$ cat src/rtl/gpca_if.sv
// Operand/result bundle for the gpca arithmetic block; vectors use [1:N] with bit 1 as MSB.
interface gpca_if;
  logic        X;
  logic [1:5]  P;
  logic [1:7]  B;
  logic [1:7]  C;
  logic [1:10] A;
  logic [1:5]  F;
  logic [1:11] S;

  modport master (output X, P, B, C, A, input F, S);
  modport slave  (input X, P, B, C, A, output F, S);
endinterface

$ cat src/rtl/gpca.sv
// Unsigned MAC / square-acc / divide / sqrt unit built from 5 shift-add or restoring rows.
// Latency 2 cycles (inputs registered, then result registered), one result per cycle, no stalls.
module gpca (
  input  logic  clk,
  input  logic  rst_n,
  gpca_if.slave bus
);

  localparam logic [1:7] SELF_CODE = 7'b0100000;

  logic        x_q;
  logic [1:5]  p_q;
  logic [1:7]  b_q;
  logic [1:7]  c_q;
  logic [1:10] a_q;
  logic [1:5]  f_q, f_d;
  logic [1:11] s_q, s_d;

  logic        self_mode;
  logic [4:0]  p_v;
  logic [6:0]  mcand;
  logic [10:0] mac_acc;
  logic [10:0] dvs;
  logic [10:0] rem;
  logic [4:0]  quo;
  logic        div_ovf;
  logic [4:0]  root;
  logic [4:0]  trial;
  logic [9:0]  trial_sq;
  logic [9:0]  root_rem;

  always_ff @(posedge clk or negedge rst_n) begin
    if (!rst_n) begin
      x_q <= 1'b0;
      p_q <= '0;
      b_q <= '0;
      c_q <= '0;
      a_q <= '0;
      f_q <= '0;
      s_q <= '0;
    end else begin
      x_q <= bus.X;
      p_q <= bus.P;
      b_q <= bus.B;
      c_q <= bus.C;
      a_q <= bus.A;
      f_q <= f_d;
      s_q <= s_d;
    end
  end

  assign self_mode = (c_q == SELF_CODE);
  assign p_v       = p_q;

  // Multiply and square share one array; the 11-bit accumulator gives the mod-2048 wrap.
  always_comb begin
    mcand   = self_mode ? {2'b00, p_v} : b_q;
    mac_acc = {1'b0, a_q};
    for (int i = 0; i < 5; i++) begin
      if (p_v[i]) mac_acc = mac_acc + ({4'b0000, mcand} << i);
    end
  end

  // A quotient above 31 is exactly A >= 32*B, caught before the five restoring rows.
  always_comb begin
    dvs     = {4'b0000, b_q};
    div_ovf = (b_q == 7'd0) || ({2'b00, a_q} >= {b_q, 5'b00000});
    rem     = {1'b0, a_q};
    quo     = '0;
    for (int i = 4; i >= 0; i--) begin
      if (rem >= (dvs << i)) begin
        rem    = rem - (dvs << i);
        quo[i] = 1'b1;
      end
    end
  end

  always_comb begin
    root     = '0;
    trial    = '0;
    trial_sq = '0;
    for (int i = 4; i >= 0; i--) begin
      trial    = root | (5'd1 << i);
      trial_sq = {5'b00000, trial} * {5'b00000, trial};
      if (trial_sq <= a_q) root = trial;
    end
    root_rem = a_q - ({5'b00000, root} * {5'b00000, root});
  end

  always_comb begin
    f_d = '0;
    s_d = '0;
    case ({x_q, self_mode})
      2'b00, 2'b01: s_d = mac_acc;
      2'b10: begin
        if (div_ovf) begin
          f_d = '1;
          s_d = '1;
        end else begin
          f_d = quo;
          s_d = rem;
        end
      end
      default: begin
        f_d = root;
        s_d = {1'b0, root_rem};
      end
    endcase
  end

  assign bus.F = f_q;
  assign bus.S = s_q;

endmodule

$ cat src/flat_wrapper.sv
// flat-port wrapper written by rule: the top's interface ports become plain ports
module gpca_flat 
  (clk, rst_n, bus_X, bus_P, bus_B, bus_C, bus_A, bus_F, bus_S);
  gpca_if bus_i ();
  input  logic clk;
  input  logic rst_n;
  input wire logic [$bits(bus_i.X)-1:0] bus_X;
  input wire logic [$bits(bus_i.P)-1:0] bus_P;
  input wire logic [$bits(bus_i.B)-1:0] bus_B;
  input wire logic [$bits(bus_i.C)-1:0] bus_C;
  input wire logic [$bits(bus_i.A)-1:0] bus_A;
  output wire logic [$bits(bus_i.F)-1:0] bus_F;
  output wire logic [$bits(bus_i.S)-1:0] bus_S;
  assign bus_i.X = bus_X;
  assign bus_i.P = bus_P;
  assign bus_i.B = bus_B;
  assign bus_i.C = bus_C;
  assign bus_i.A = bus_A;
  assign bus_F = bus_i.F;
  assign bus_S = bus_i.S;
  gpca u_core (.clk(clk), .rst_n(rst_n), .bus(bus_i));
endmodule
$ cat config.mk
export PLATFORM = sky130hd
export DESIGN_NAME = gpca_flat
export DESIGN_NICKNAME = d
export VERILOG_FILES = /design/src/rtl/gpca_if.sv /design/src/rtl/gpca.sv /design/src/flat_wrapper.sv
export SDC_FILE = /design/constraint.sdc
export NUM_CORES = 1
export LEC_CHECK = 0
export ABC_AREA = 1
export ABC_CLOCK_PERIOD_IN_PS = 17150
export BUFFER_PORTS_ARGS = -buffer_cell sky130_fd_sc_hd__buf_4
export CORE_ASPECT_RATIO = 1.25
export CORE_MARGIN = 3
export CORE_UTILIZATION = 48
export DETAILED_ROUTE_END_ITERATION = 16
export PLACE_DENSITY_LB_ADDON = 0.3
export SYNTH_ARGS = -nofsm -noshare
export SYNTH_HDL_FRONTEND = slang
export SYNTH_SLANG_ARGS = --single-unit
$ cat constraint.sdc
create_clock -name clk -period 17.15 [get_ports clk]
set_input_delay 1.715 -clock clk [delete_from_list [all_inputs] [get_ports clk]]
set_output_delay 1.715 -clock clk [all_outputs]
set_load 0.01 [all_outputs]
Word level (Yosys, flattened, before mapping)
Index checks and enable logic that the tools add are counted.
- bits in registers: 46
- output and inout port bits: 16
- word-level logic and storage cells: 66
- add/sub/neg operators: 11
- multiply operators: 5
- order comparisons: 11
- eq/ne operators: 3
- muxes and demuxes: 25
- reductions and logical operators: 4
- operators by type and width (cell ; count):
    11-bit 2-to-1 mux ; 11
    5-bit by 5-bit multiplier with 10-bit output ; 5
    10-bit less-or-equal comparator ; 4
    11-bit one-hot mux with 2 select lines ; 1
    10-bit by 12-bit greater-or-equal comparator with 1-bit output ; 1
    10-bit by 7-bit adder with 11-bit output ; 1
    11-bit by 10-bit adder with 11-bit output ; 1
    11-bit adder ; 1
    11-bit by 8-bit adder with 11-bit output ; 1
    11-bit by 9-bit adder with 11-bit output ; 1
    10-bit by 11-bit greater-or-equal comparator with 1-bit output ; 1
    11-bit by 10-bit greater-or-equal comparator with 1-bit output ; 1
    11-bit by 7-bit greater-or-equal comparator with 1-bit output ; 1
    11-bit by 8-bit greater-or-equal comparator with 1-bit output ; 1
    11-bit by 9-bit greater-or-equal comparator with 1-bit output ; 1
    10-bit by 11-bit subtractor with 11-bit output ; 1
    11-bit by 10-bit subtractor with 11-bit output ; 1
    11-bit by 7-bit subtractor with 11-bit output ; 1
    11-bit by 8-bit subtractor with 11-bit output ; 1
    11-bit by 9-bit subtractor with 11-bit output ; 1
    9-bit by 10-bit less-or-equal comparator with 1-bit output, first input constant ; 1
    5-bit 2-to-1 mux ; 2
    5-bit one-hot mux with 2 select lines ; 1
    10-bit subtractor ; 1
    12 further kinds ; 17

Longest topological paths before layout
Gate-level depths: netlist of the first run.
- word-level depth: 17
- gate-level depth with buffers: 75
- gate-level depth less buffers: 75

Worst setup path before layout of the first run
OpenSTA, ideal clock, no wires.
- path type: reg-to-reg
- from: reg u_core.a_q[2] (netlist bit)
- to: reg u_core.s_q (netlist bit u_core.bus.S[3])
- arrival time: 13.078 ns
- data required time: 17.029 ns
- slack: 3.951 ns
- stages on the path, launching flop included: 69
- buffers on the path: 0
- path through: dfrtp_1 nor2_1 inv_1 ha_1 nand2_1 nor4_1 nand2_1 nand2_1 ha_1 xnor2_1 xor2_1 ha_1 nand3_1 o211ai_1 nand2_1 nand2_1 inv_1 ha_1 (+33 left out) inv_1 xor2_1 fa_1 inv_1 fa_1 inv_1 ha_1 and2_1 nor2_1 nor2_1 nor2_1 inv_1 a21oi_1 nor2_1 nor2_1 nand2_1 a32oi_1 nand2_1
- cells in the longest elaborated chain, start to end: 17
- elaborated cells between the ends (all ways): 45
- classes of those cells: add/sub: 11; mul: 5; order compare: 11; mux: 17; reduce/logical: 1
- ends and longest elaborated chain (what ; line ; text):
    start: declaration ; gpca.sv:15 ; logic [1:10] a_q;
    start signal: assignment ; gpca.sv:46 ; a_q <= bus.A;
    9-bit by 10-bit less-or-equal comparator with 1-bit output ; gpca.sv:85 ; if (trial_sq <= a_q) root = trial;
    5-bit 2-to-1 mux ; gpca.sv:85 ;
    5-bit by 5-bit multiplier with 10-bit output ; gpca.sv:84 ; trial_sq = {5'b00000, trial} * {5'b00000, trial};
    10-bit less-or-equal comparator ; gpca.sv:85 ;
    4-bit 2-to-1 mux ; gpca.sv:85 ;
    5-bit by 5-bit multiplier with 10-bit output ; gpca.sv:84 ;
    10-bit less-or-equal comparator ; gpca.sv:85 ;
    3-bit 2-to-1 mux ; gpca.sv:85 ;
    (+2 left out) ; n/a ;
    2-bit 2-to-1 mux ; gpca.sv:85 ;
    5-bit by 5-bit multiplier with 10-bit output ; gpca.sv:84 ;
    10-bit less-or-equal comparator ; gpca.sv:85 ;
    1-bit 2-to-1 mux ; gpca.sv:85 ;
    5-bit by 5-bit multiplier with 10-bit output ; gpca.sv:87 ; root_rem = a_q - ({5'b00000, root} * {5'b00000, root});
    10-bit subtractor ; gpca.sv:87 ;
    11-bit one-hot mux with 2 select lines (*) ; gpca.sv:93 ; case ({x_q, self_mode})
    named net u_core.s_d, one bit ; gpca.sv:17 ; logic [1:11] s_q, s_d;
    end signal: assignment ; gpca.sv:40 ; s_q <= '0;
    end signal: assignment ; gpca.sv:48 ; s_q <= s_d;
    end: declaration ; gpca.sv:17 ;
Mark *: on every way through the listed nets, which the timed path passes. The rest lies on a longest branch.

Worst setup path in the final report of the first run
- from: reg u_core.a_q[1] (netlist bit)
- to: reg u_core.s_q (netlist bit u_core.bus.S[3])
Same word-level chain as after synthesis.

==> impl_metrics.json, run 1 <==
{
  "outcome": "finished, final reports clean",
  "io_buffers": 47,
  "rsz0062_at_grt": "false",
  "endpoint_kind": "flop",
  "drt_iter0_markers": 485,
  "wl_per_cell_um": 15.30,
  "ys_top_cells_by_count": "nand2_1 (229), inv_1 (170), ha_1 (137)",
  "ys_warn_count": 0,
  "drv_cap": 0,
  "peakVddDrop_mv": 0.1196,
  "setup_tns_ns": 0,
  "clkLatencyLatePin_ns": 0.32,
  "wirelength_mm": 20.84,
  "async_flop_share_pct": 100.0,
  "slowest_stage": "nor2_1",
  "grt-ovfl-total": 0,
  "cts_root_buffer": "clkbuf_16",
  "cts_tree": "yes",
  "multi_input_area_sq_um": 5859,
  "p_per_area_nw_per_um2": 219.2,
  "cts-buffers-inserted": 5,
  "drive_gt1_share_pct": 9.304,
  "fin_crit_sh_pct": 85.58,
  "cp_common_cell": "nand2_1",
  "coreArea_sq_um": 15700,
  "dr.pass1.iters": 5,
  "p_total_w": 0.001859,
  "nFillCells": 1574,
  "start_kind": "flop",
  "avgViaCountPerCell": 5.339,
  "drv_slew": 0,
  "antennaDiodeCount": 0,
  "cts_sinks": 46,
  "drc": 0,
  "cts_resized": 0,
  "initial_utilization_pct": 49.21,
  "synth_most_common_cell": "nand2_1",
  "internal_power_w": 0.0008197,
  "finalCriticalPeriod_ns": 14.68,
  "grtUsageMet1_pct": 30.18,
  "hold_buffers": 0,
  "postRouteAntennaNets": 0,
  "clock_path_buffers": 2,
  "synthCells": 1101,
  "p_leak_nw": 4.531,
  "clkTransAtPathRegs_ns": 0.08,
  "seqPwrFrac_pct": 7.6,
  "placement.cell_area_sq_um": 8330,
  "yosysTopAreaCell": "ha_1",
  "syn_to_final_growth_pct": 9.767,
  "postCtsSetupBuffers": 0,
  "dieArea_sq_um": 17660,
  "p_switching_w": 0.001039,
  "syn_area_sq_um": 7725,
  "synth_ff_type": "dfrtp_1",
  "grt_pass1_vias": 7263,
  "ys_seq_area_share_pct": 14.90,
  "pin_count": 48,
  "syn-num-nets": 1292,
  "min_path_type": "reg2reg",
  "final_area_sq_um": 8479,
  "yosys.area.top_type_share_pct": 22.19,
  "dpl.hpwl_mm": 17.01,
  "vias": 7272,
  "worstPathArrival_ns": 14.88,
  "required_ns": 17.36,
  "max-slew-margin-rel_pct": 40.08,
  "setup_viol_count_final": 0,
  "max_slew.worst_pin.slew_ns": 0.8956,
  "top_usage_layer": "met2",
  "die_h_um": 147.8,
  "placementRows": 51,
  "max_freq_mhz": 68.13,
  "grt_max_degree": 47,
  "slowest_delay_ns": 0.70,
  "syn_avg_cell_area_sq_um": 7.016,
  "swShare_pct": 55.90,
  "hold_viol": 0,
  "clockPowerShare_pct": 6.0,
  "critPathKind": "reg2reg",
  "fp.dieW_um": 119.5,
  "synth_enable_flop_cells": 0,
  "antenna_found_initial": 0,
  "combinationalPowerShare_pct": 86.4,
  "yosysUniqueCellTypes": 51,
  "use_met2_pct": 44.15,
  "seqCellArea_sq_um": 1151,
  "grt_usage_pct": 24.23,
  "grt_pass1_wl_mm": 35.07,
  "synth_seq_cells": 46,
  "crit_path_max_fanout": 13,
  "synth_area_leaders": "ha_1 (22%), dfrtp_1 (15%), nand2_1 (11%)",
  "final_nets": 1340,
  "grt_use_met3_pct": 2.258,
  "skew_ns": 0.008284,
  "gp_congestion": 0.9292,
  "htreeDepth": 2
}
-- layout make-up --
cell class | count | share of cell area (%)
Tap cell | 212 | 3.128
Clock buffer | 5 | 1.476
Multi-Input combinational cell | 867 | 69.10
Inverter | 177 | 7.835
Sequential cell | 46 | 13.58
Timing Repair Buffer | 52 | 4.604
Clock inverter | 3 | 0.2804
-- through the flow --
step	instances	utilization (%)	hold WS (ns)	worst slack (ns)
5_1_grt	1362	54.02	0.7195	1.264
4_1_cts	1362	54.02	0.6727	2.610
3_3_place_gp	1354	53.07	0.6796	3.020
6_report	1362	54.02	0.6738	2.473
2_1_floorplan	1101	-	0.6147	3.951
3_5_place_dp	1354	53.07	0.6645	2.661
-- layout by cell type (no fill, tap or decap), types with 4 or more instances in the layout --
| cell type | Yosys | layout |
|---|---|---|
| nand2_1 | 229 | 229 |
| inv_1 | 170 | 170 |
| ha_1 | 137 | 137 |
| o21ai_0 | 83 | 82 |
| nor2_1 | 80 | 80 |
| a21oi_1 | 77 | 77 |
| nand3_1 | 55 | 55 |
| buf_4 | 2 | 52 |
| dfrtp_1 | 46 | 46 |
| xor2_1 | 32 | 32 |
| xnor2_1 | 27 | 27 |
| fa_1 | 22 | 22 |
| o21bai_1 | 13 | 13 |
| or2_2 | 12 | 12 |
| nand4_1 | 11 | 11 |
| nor3_1 | 10 | 10 |
| o31ai_1 | 9 | 9 |
| nand2_2 | 7 | 7 |
| nand3_2 | 6 | 6 |
| a31oi_1 | 5 | 5 |
| inv_2 | 5 | 5 |
| clkbuf_16 | 0 | 5 |
| nor4_1 | 4 | 4 |
| nor2_2 | 4 | 4 |
| o21ai_1 | 3 | 4 |
-- flip-flops by register name, indices dropped and copies added (netlist names) --
signal	flops
u_core.bus.S	11
u_core.p_q	5
u_core.a_q	10
u_core.x_q	1
u_core.b_q	7
u_core.c_q	7
u_core.bus.F	5
-- cells by family after synthesis --
logic type                 Yosys count  share of synthesized area, %
AOI/OAI and AO/OA                  211                         15.29
and+or+nand+nor                    438                         25.98
adders and majority gates          159                         27.89
buffers and inverters              188                         9.248
DFF                                 46                         14.90
xor gates and xnor gates            59                         6.689
-- worst max-delay path: cells and delay by family (launching register included) --
family	cells	cell delay (ns)
simple gates	28	4.73
buf+inv	8	0.81
xor+xnor	5	0.69
fa+ha+maj	17	6.25
flops	1	0.45
compound gates	10	1.60
-- metal layers --
metal	share of wire, %	wire length, um
met5	0	0
met4	2.6	535
met3	3.0	615
met2	50	10480
met1	44	9213
-- power groups by stage --
| stage | clock network, W | logic, W | registers (W) |
|---|---|---|---|
| 2_1_floorplan | 0 | 0.00125 | 0.000148 |
| 3_3_place_gp | 0 | 0.00157 | 0.000144 |
| 3_5_place_dp | 0 | 0.00159 | 0.000144 |
| 4_1_cts | 0.000112 | 0.00160 | 0.000141 |
| 5_1_grt | 0.000116 | 0.00184 | 0.000143 |
| 6_report | 0.000112 | 0.00161 | 0.000141 |
-- path summary, 6_finish.rpt --
check / startpoint / end / slack (ns) / depth (start not counted)
min in group asynchronous: rst_n / u_core.c_q[4]$_DFF_PN0_ / 1.42 / 1
setup reg to reg: u_core.a_q[1]$_DFF_PN0_ / u_core.bus.S[3]$_DFF_PN0_ / 2.47 / 68
hold / removal: u_core.x_q$_DFF_PN0_ / u_core.bus.S[3]$_DFF_PN0_ / 0.67 / 3
hold reg to reg: u_core.x_q$_DFF_PN0_ / u_core.bus.S[3]$_DFF_PN0_ / 0.67 / 3
max in group asynchronous: rst_n / u_core.p_q[4]$_DFF_PN0_ / 15.30 / 1
setup / recovery: u_core.a_q[1]$_DFF_PN0_ / u_core.bus.S[3]$_DFF_PN0_ / 2.47 / 68
(Power assumes the default switching activity.)
==> run 2, diff against run 1 <==
CORE_ASPECT_RATIO = default   (was 1.25)
==> impl_metrics.json, run 2 (synthesis gave the netlist of run 1 again) <==
{
  "clock_path_buffers": 2,
  "p_per_area_nw_per_um2": 216.5,
  "dieArea_sq_um": 17650,
  "die_h_um": 132.9,
  "setup_slack_ns": 3.108,
  "p_switching_w": 0.001018,
  "dp_slack_ns": 3.210,
  "final_nets": 1340,
  "fin_crit_sh_pct": 81.88,
  "worst_hold_slack_ns": 0.6928,
  "antennaDiodeCount": 0,
  "seqPwrFrac_pct": 7.7,
  "cts_sinks": 46,
  "p_leak_nw": 4.531,
  "pin_count": 48,
  "nFillCells": 1531,
  "fp.dieW_um": 132.9,
  "initial_utilization_pct": 49.89,
  "cp_common_cell": "nand2_1",
  "grt_pass1_wl_mm": 34.29,
  "dpl.hpwl_mm": 16.65,
  "skew_ns": 0.01091,
  "clockPowerShare_pct": 5.7,
  "drive_gt1_share_pct": 9.304,
  "htreeDepth": 2,
  "wl_per_cell_um": 14.98,
  "hold_buffers": 0,
  "path_depth": 69,
  "drc": 0,
  "p_total_w": 0.001835,
  "dr.pass1.iters": 5,
  "setup_tns_ns": 0,
  "path_delay_family": "adder cells",
  "placementRows": 45,
  "wirelength_mm": 20.39,
  "cts-buffers-inserted": 5,
  "rsz0062_at_grt": "false",
  "clkLatencyLatePin_ns": 0.31,
  "stdcell_count": 1361,
  "final_cell_mix": "nand2_1 (229), inv_1 (170), ha_1 (137)",
  "combinationalPowerShare_pct": 86.6,
  "largest_reg_flops": 11,
  "postRouteAntennaNets": 0,
  "r2r-start": "u_core.a_q[1]$_DFF_PN0_",
  "regToRegSetupSlack_ns": 3.11,
  "seqCellArea_sq_um": 1151,
  "drv_slew": 0,
  "required_ns": 17.34,
  "peakVddDrop_mv": 0.1488,
  "startpoint": "u_core.a_q[1]$_DFF_PN0_",
  "grt_pass1_vias": 7146,
  "grt_usage_pct": 23.67,
  "avgViaCountPerCell": 5.345,
  "worstPathArrival_ns": 14.23,
  "max-slew-margin-rel_pct": 35.41,
  "swShare_pct": 55.47,
  "crit_path_max_fanout": 13,
  "slowest_stage": "fa_1",
  "worst-path-buf-inv": 9,
  "r2r_cells": 69,
  "cts_root_buffer": "clkbuf_16",
  "critPathKind": "reg2reg",
  "min_path_type": "reg2reg",
  "antenna_found_initial": 0,
  "max_freq_mhz": 71.22,
  "placed_cells": 1353,
  "multi_input_area_sq_um": 5859,
  "layout_commonest_cell": "nand2_1",
  "worstHoldPathCells": 3,
  "drt_iter0_markers": 460,
  "start_kind": "flop",
  "finalCriticalPeriod_ns": 14.04,
  "outcome": "finished, final reports clean",
  "coreArea_sq_um": 15480,
  "grt_max_degree": 47,
  "r2r-end": "u_core.bus.S[3]$_DFF_PN0_",
  "setup_viol_count_final": 0,
  "internal_power_w": 0.0008172,
  "grt-ovfl-total": 0,
  "io_buffers": 47,
  "endpoint_kind": "flop",
  "cts_tree": "yes",
  "hold_viol": 0,
  "syn_to_final_growth_pct": 9.751,
  "postCtsSetupBuffers": 0,
  "vias": 7275,
  "cts_resized": 0,
  "setup.worst_path.end": "u_core.bus.S[3]$_DFF_PN0_",
  "drv_cap": 0,
  "clkTransAtPathRegs_ns": 0.07,
  "slowest_delay_ns": 0.57,
  "max_slew.worst_pin.slew_ns": 0.9654,
  "gp_congestion": 0.9359
}
[run 2: cell counts in the layout (fill, tap and decap cells not counted)]
Identical to the previous run, type by type.
[run 2: power groups by stage]
stage / logic (W) / registers, W / clock network [W]
2_1_floorplan: 0.00125 / 0.000148 / 0
3_3_place_gp: 0.00155 / 0.000143 / 0
3_5_place_dp: 0.00157 / 0.000144 / 0
4_1_cts: 0.00158 / 0.000141 / 0.000107
5_1_grt: 0.00184 / 0.000143 / 0.000110
6_report: 0.00159 / 0.000141 / 0.000105
[run 2: worst min-delay path by stage]
stage                               startpoint                        end  slack [ns]
final                     u_core.x_q$_DFF_PN0_  u_core.bus.S[3]$_DFF_PN0_        0.69
after global routing      u_core.x_q$_DFF_PN0_  u_core.bus.S[3]$_DFF_PN0_        0.74
after CTS                 u_core.x_q$_DFF_PN0_  u_core.bus.S[3]$_DFF_PN0_        0.69
after detailed placement  u_core.x_q$_DFF_PN0_  u_core.bus.S[3]$_DFF_PN0_        0.67
after global placement    u_core.x_q$_DFF_PN0_  u_core.bus.S[3]$_DFF_PN0_        0.67
after floorplan           u_core.x_q$_DFF_PN0_  u_core.bus.S[3]$_DFF_PN0_        0.61
[run 2: worst register-to-register path: cells and delay by family (launching register included)]
family          cells  cell delay, ns
buf+inv             9            0.78
fa+ha+maj          17            6.21
simple gates       28            4.19
flops               1            0.45
xor+xnor            5            0.69
compound gates     10            1.63
[run 2: layer usage]
| metal | share of wire [%] | routed length, um | global-route usage [%] | vias up |
|---|---|---|---|---|
| li1 | - | - | - | 3742 |
| met1 | 47 | 9498 | 31.88 | 3330 |
| met2 | 47 | 9487 | 39.59 | 158 |
| met3 | 4.0 | 817 | 2.091 | 45 |
| met4 | 2.9 | 581 | 8.661 | 0 |
| met5 | 0 | 0 | 0 | - |
[run 2: area by class of cell]
cell class	count	share of cell area, %
well taps	211	3.114
clock buffers	5	1.476
inverters	177	7.836
clock inverters	3	0.2804
repair buffers	52	4.604
flip-flops and latches	46	13.58
multi-input cells	867	69.11
[run 2: per-stage QoR]
| stage | area, sq um | util [%] |
|---|---|---|
| finish | 8478 | 54.76 |
| global route | 8478 | 54.76 |
| CTS | 8478 | 54.76 |
| detailed placement | 8329 | 53.79 |
| global placement | 8329 | 53.79 |
| floorplan | 7725 | - |
==> run 3, diff against run 2 <==
ABC_CLOCK_PERIOD_IN_PS = 12310   (was 17150)
clock period = 12.31 ns   (was 17.15 ns; I/O delays follow)
==> impl_metrics.json, run 3 (synthesis gave the netlist of run 1 again) <==
{
  "outcome": "finished, final reports clean",
  "max-slew-margin-rel_pct": 33.99,
  "dpl.hpwl_mm": 17.12,
  "seqCellArea_sq_um": 1152,
  "start_kind": "flop",
  "worstPathArrival_ns": 12.31,
  "finalCriticalPeriod_ns": 12.13,
  "hold_viol": 0,
  "wl_per_cell_um": 15.70,
  "coreArea_sq_um": 15480,
  "max_freq_mhz": 82.47,
  "dr.pass1.iters": 5,
  "final_area_sq_um": 9170,
  "fp.dieW_um": 132.9,
  "vias": 7617,
  "placementRows": 45,
  "dp_slack_ns": -0.1657,
  "required_ns": 12.49,
  "dieArea_sq_um": 17650,
  "avgViaCountPerCell": 5.417,
  "grt_max_degree": 47,
  "endpoint_kind": "flop",
  "worst-path-buf-inv": 11,
  "drive_gt1_share_pct": 17.49,
  "grt_pass1_vias": 7311,
  "cts_tree": "yes",
  "startpoint": "u_core.a_q[2]$_DFF_PN0_",
  "setup.worst_path.end": "u_core.bus.S[5]$_DFF_PN0_",
  "setup_slack_ns": 0.1838,
  "grt_usage_pct": 24.22,
  "r2r-start": "u_core.a_q[2]$_DFF_PN0_",
  "cts-buffers-inserted": 5,
  "final_cell_mix": "nand2_1 (222), inv_1 (160), ha_1 (124)",
  "antenna_found_initial": 0,
  "drt_iter0_markers": 630,
  "max_slew.worst_pin.slew_ns": 0.9864,
  "skew_ns": 0.01314,
  "cts_sinks": 46,
  "clock_path_buffers": 2,
  "critPathKind": "reg2reg",
  "drv_slew": 0,
  "clkTransAtPathRegs_ns": 0.08,
  "nFillCells": 1455,
  "rsz0062_at_grt": "true",
  "clkLatencyLatePin_ns": 0.31,
  "antennaDiodeCount": 0,
  "regToRegSetupSlack_ns": 0.18,
  "gp_congestion": 0.9148,
  "layout_commonest_cell": "nand2_1",
  "grt_pass1_wl_mm": 35.29,
  "io_buffers": 47,
  "drv_cap": 0,
  "setup_viol_count_final": 0,
  "final_nets": 1385,
  "syn_to_final_growth_pct": 18.71,
  "slowest_stage": "fa_1",
  "wirelength_mm": 22.08,
  "fin_crit_sh_pct": 98.51,
  "path_depth": 69,
  "cp_common_cell": "ha_4",
  "slowest_delay_ns": 0.56,
  "largest_reg_flops": 11,
  "die_h_um": 132.9,
  "min_path_type": "reg2reg",
  "crit_path_max_fanout": 4,
  "initial_utilization_pct": 49.89,
  "worst_hold_slack_ns": 0.7187,
  "r2r-end": "u_core.bus.S[5]$_DFF_PN0_",
  "path_delay_family": "adder cells",
  "r2r_cells": 69,
  "min_from": "u_core.x_q$_DFF_PN0_",
  "grt-ovfl-total": 0,
  "placement.cell_area_sq_um": 8529,
  "pin_count": 48,
  "final_util_pct": 59.22,
  "postRouteAntennaNets": 0,
  "cts_root_buffer": "clkbuf_16",
  "multi_input_area_sq_um": 6205,
  "hold_buffers": 0,
  "htreeDepth": 2,
  "drc": 0
}
==> run 3: per-stage QoR <==
stage               std cells  setup TNS [ns]
floorplan                1101               0
global placement         1372               0
detailed placement       1372         -0.2604
CTS                      1383               0
global route             1406          -1.048
finish                   1406               0
==> run 3: worst register-to-register path, delay by kind of cell, from the launching register on <==
kind	cells	cell delay, ns
AOI/OAI and AO/OA	11	1.88
xor gates and xnor gates	5	0.61
adders and majority gates	17	5.17
buffers and inverters	11	0.89
DFF	1	0.41
and+or+nand+nor	25	3.02
==> run 3: how the worst min path moves through the flow <==
stage | endpoint | slack (ns) | cells after the start
after detailed placement | u_core.bus.S[3]$_DFF_PN0_ | 0.70 | 3
after global placement | u_core.bus.S[3]$_DFF_PN0_ | 0.69 | 3
after global routing | u_core.bus.S[3]$_DFF_PN0_ | 0.76 | 3
after CTS | u_core.bus.S[3]$_DFF_PN0_ | 0.72 | 3
final | u_core.bus.S[3]$_DFF_PN0_ | 0.72 | 3
after floorplan | u_core.bus.S[3]$_DFF_PN0_ | 0.61 | 3
==> run 3: routing by layer <==
metal	vias up	share of wire (%)	track usage, %
met5	-	0	0
met4	0	2.0	6.005
met3	39	5.3	3.194
met2	211	47	40.35
met1	3543	45	33.27
li1	3824	-	-
==> run 3: final cells by class <==
class                           instances  share of cell area (%)
Multi-Input combinational cell        867                   67.66
Sequential cell                        46                   12.57
Inverter                              177                   7.272
Timing Repair Buffer                   97                   7.982
Clock buffer                            5                   1.364
Tap cell                              211                   2.879
Clock inverter                          3                  0.2729
==> run 3: what timing repair did <==
| action | in CTS | in global routing |
|---|---|---|
| pin swaps | 2 | 57 |
| cloned | 0 | 0 |
| resized for setup | 4 | 56 |
| buffers inserted | 3 | 23 |
| setup endpoints to repair | 4 | 6 |
Power of run 3 is not shown: default switching activity piles up to over one toggle a cycle in this logic, so the estimate is an artifact.
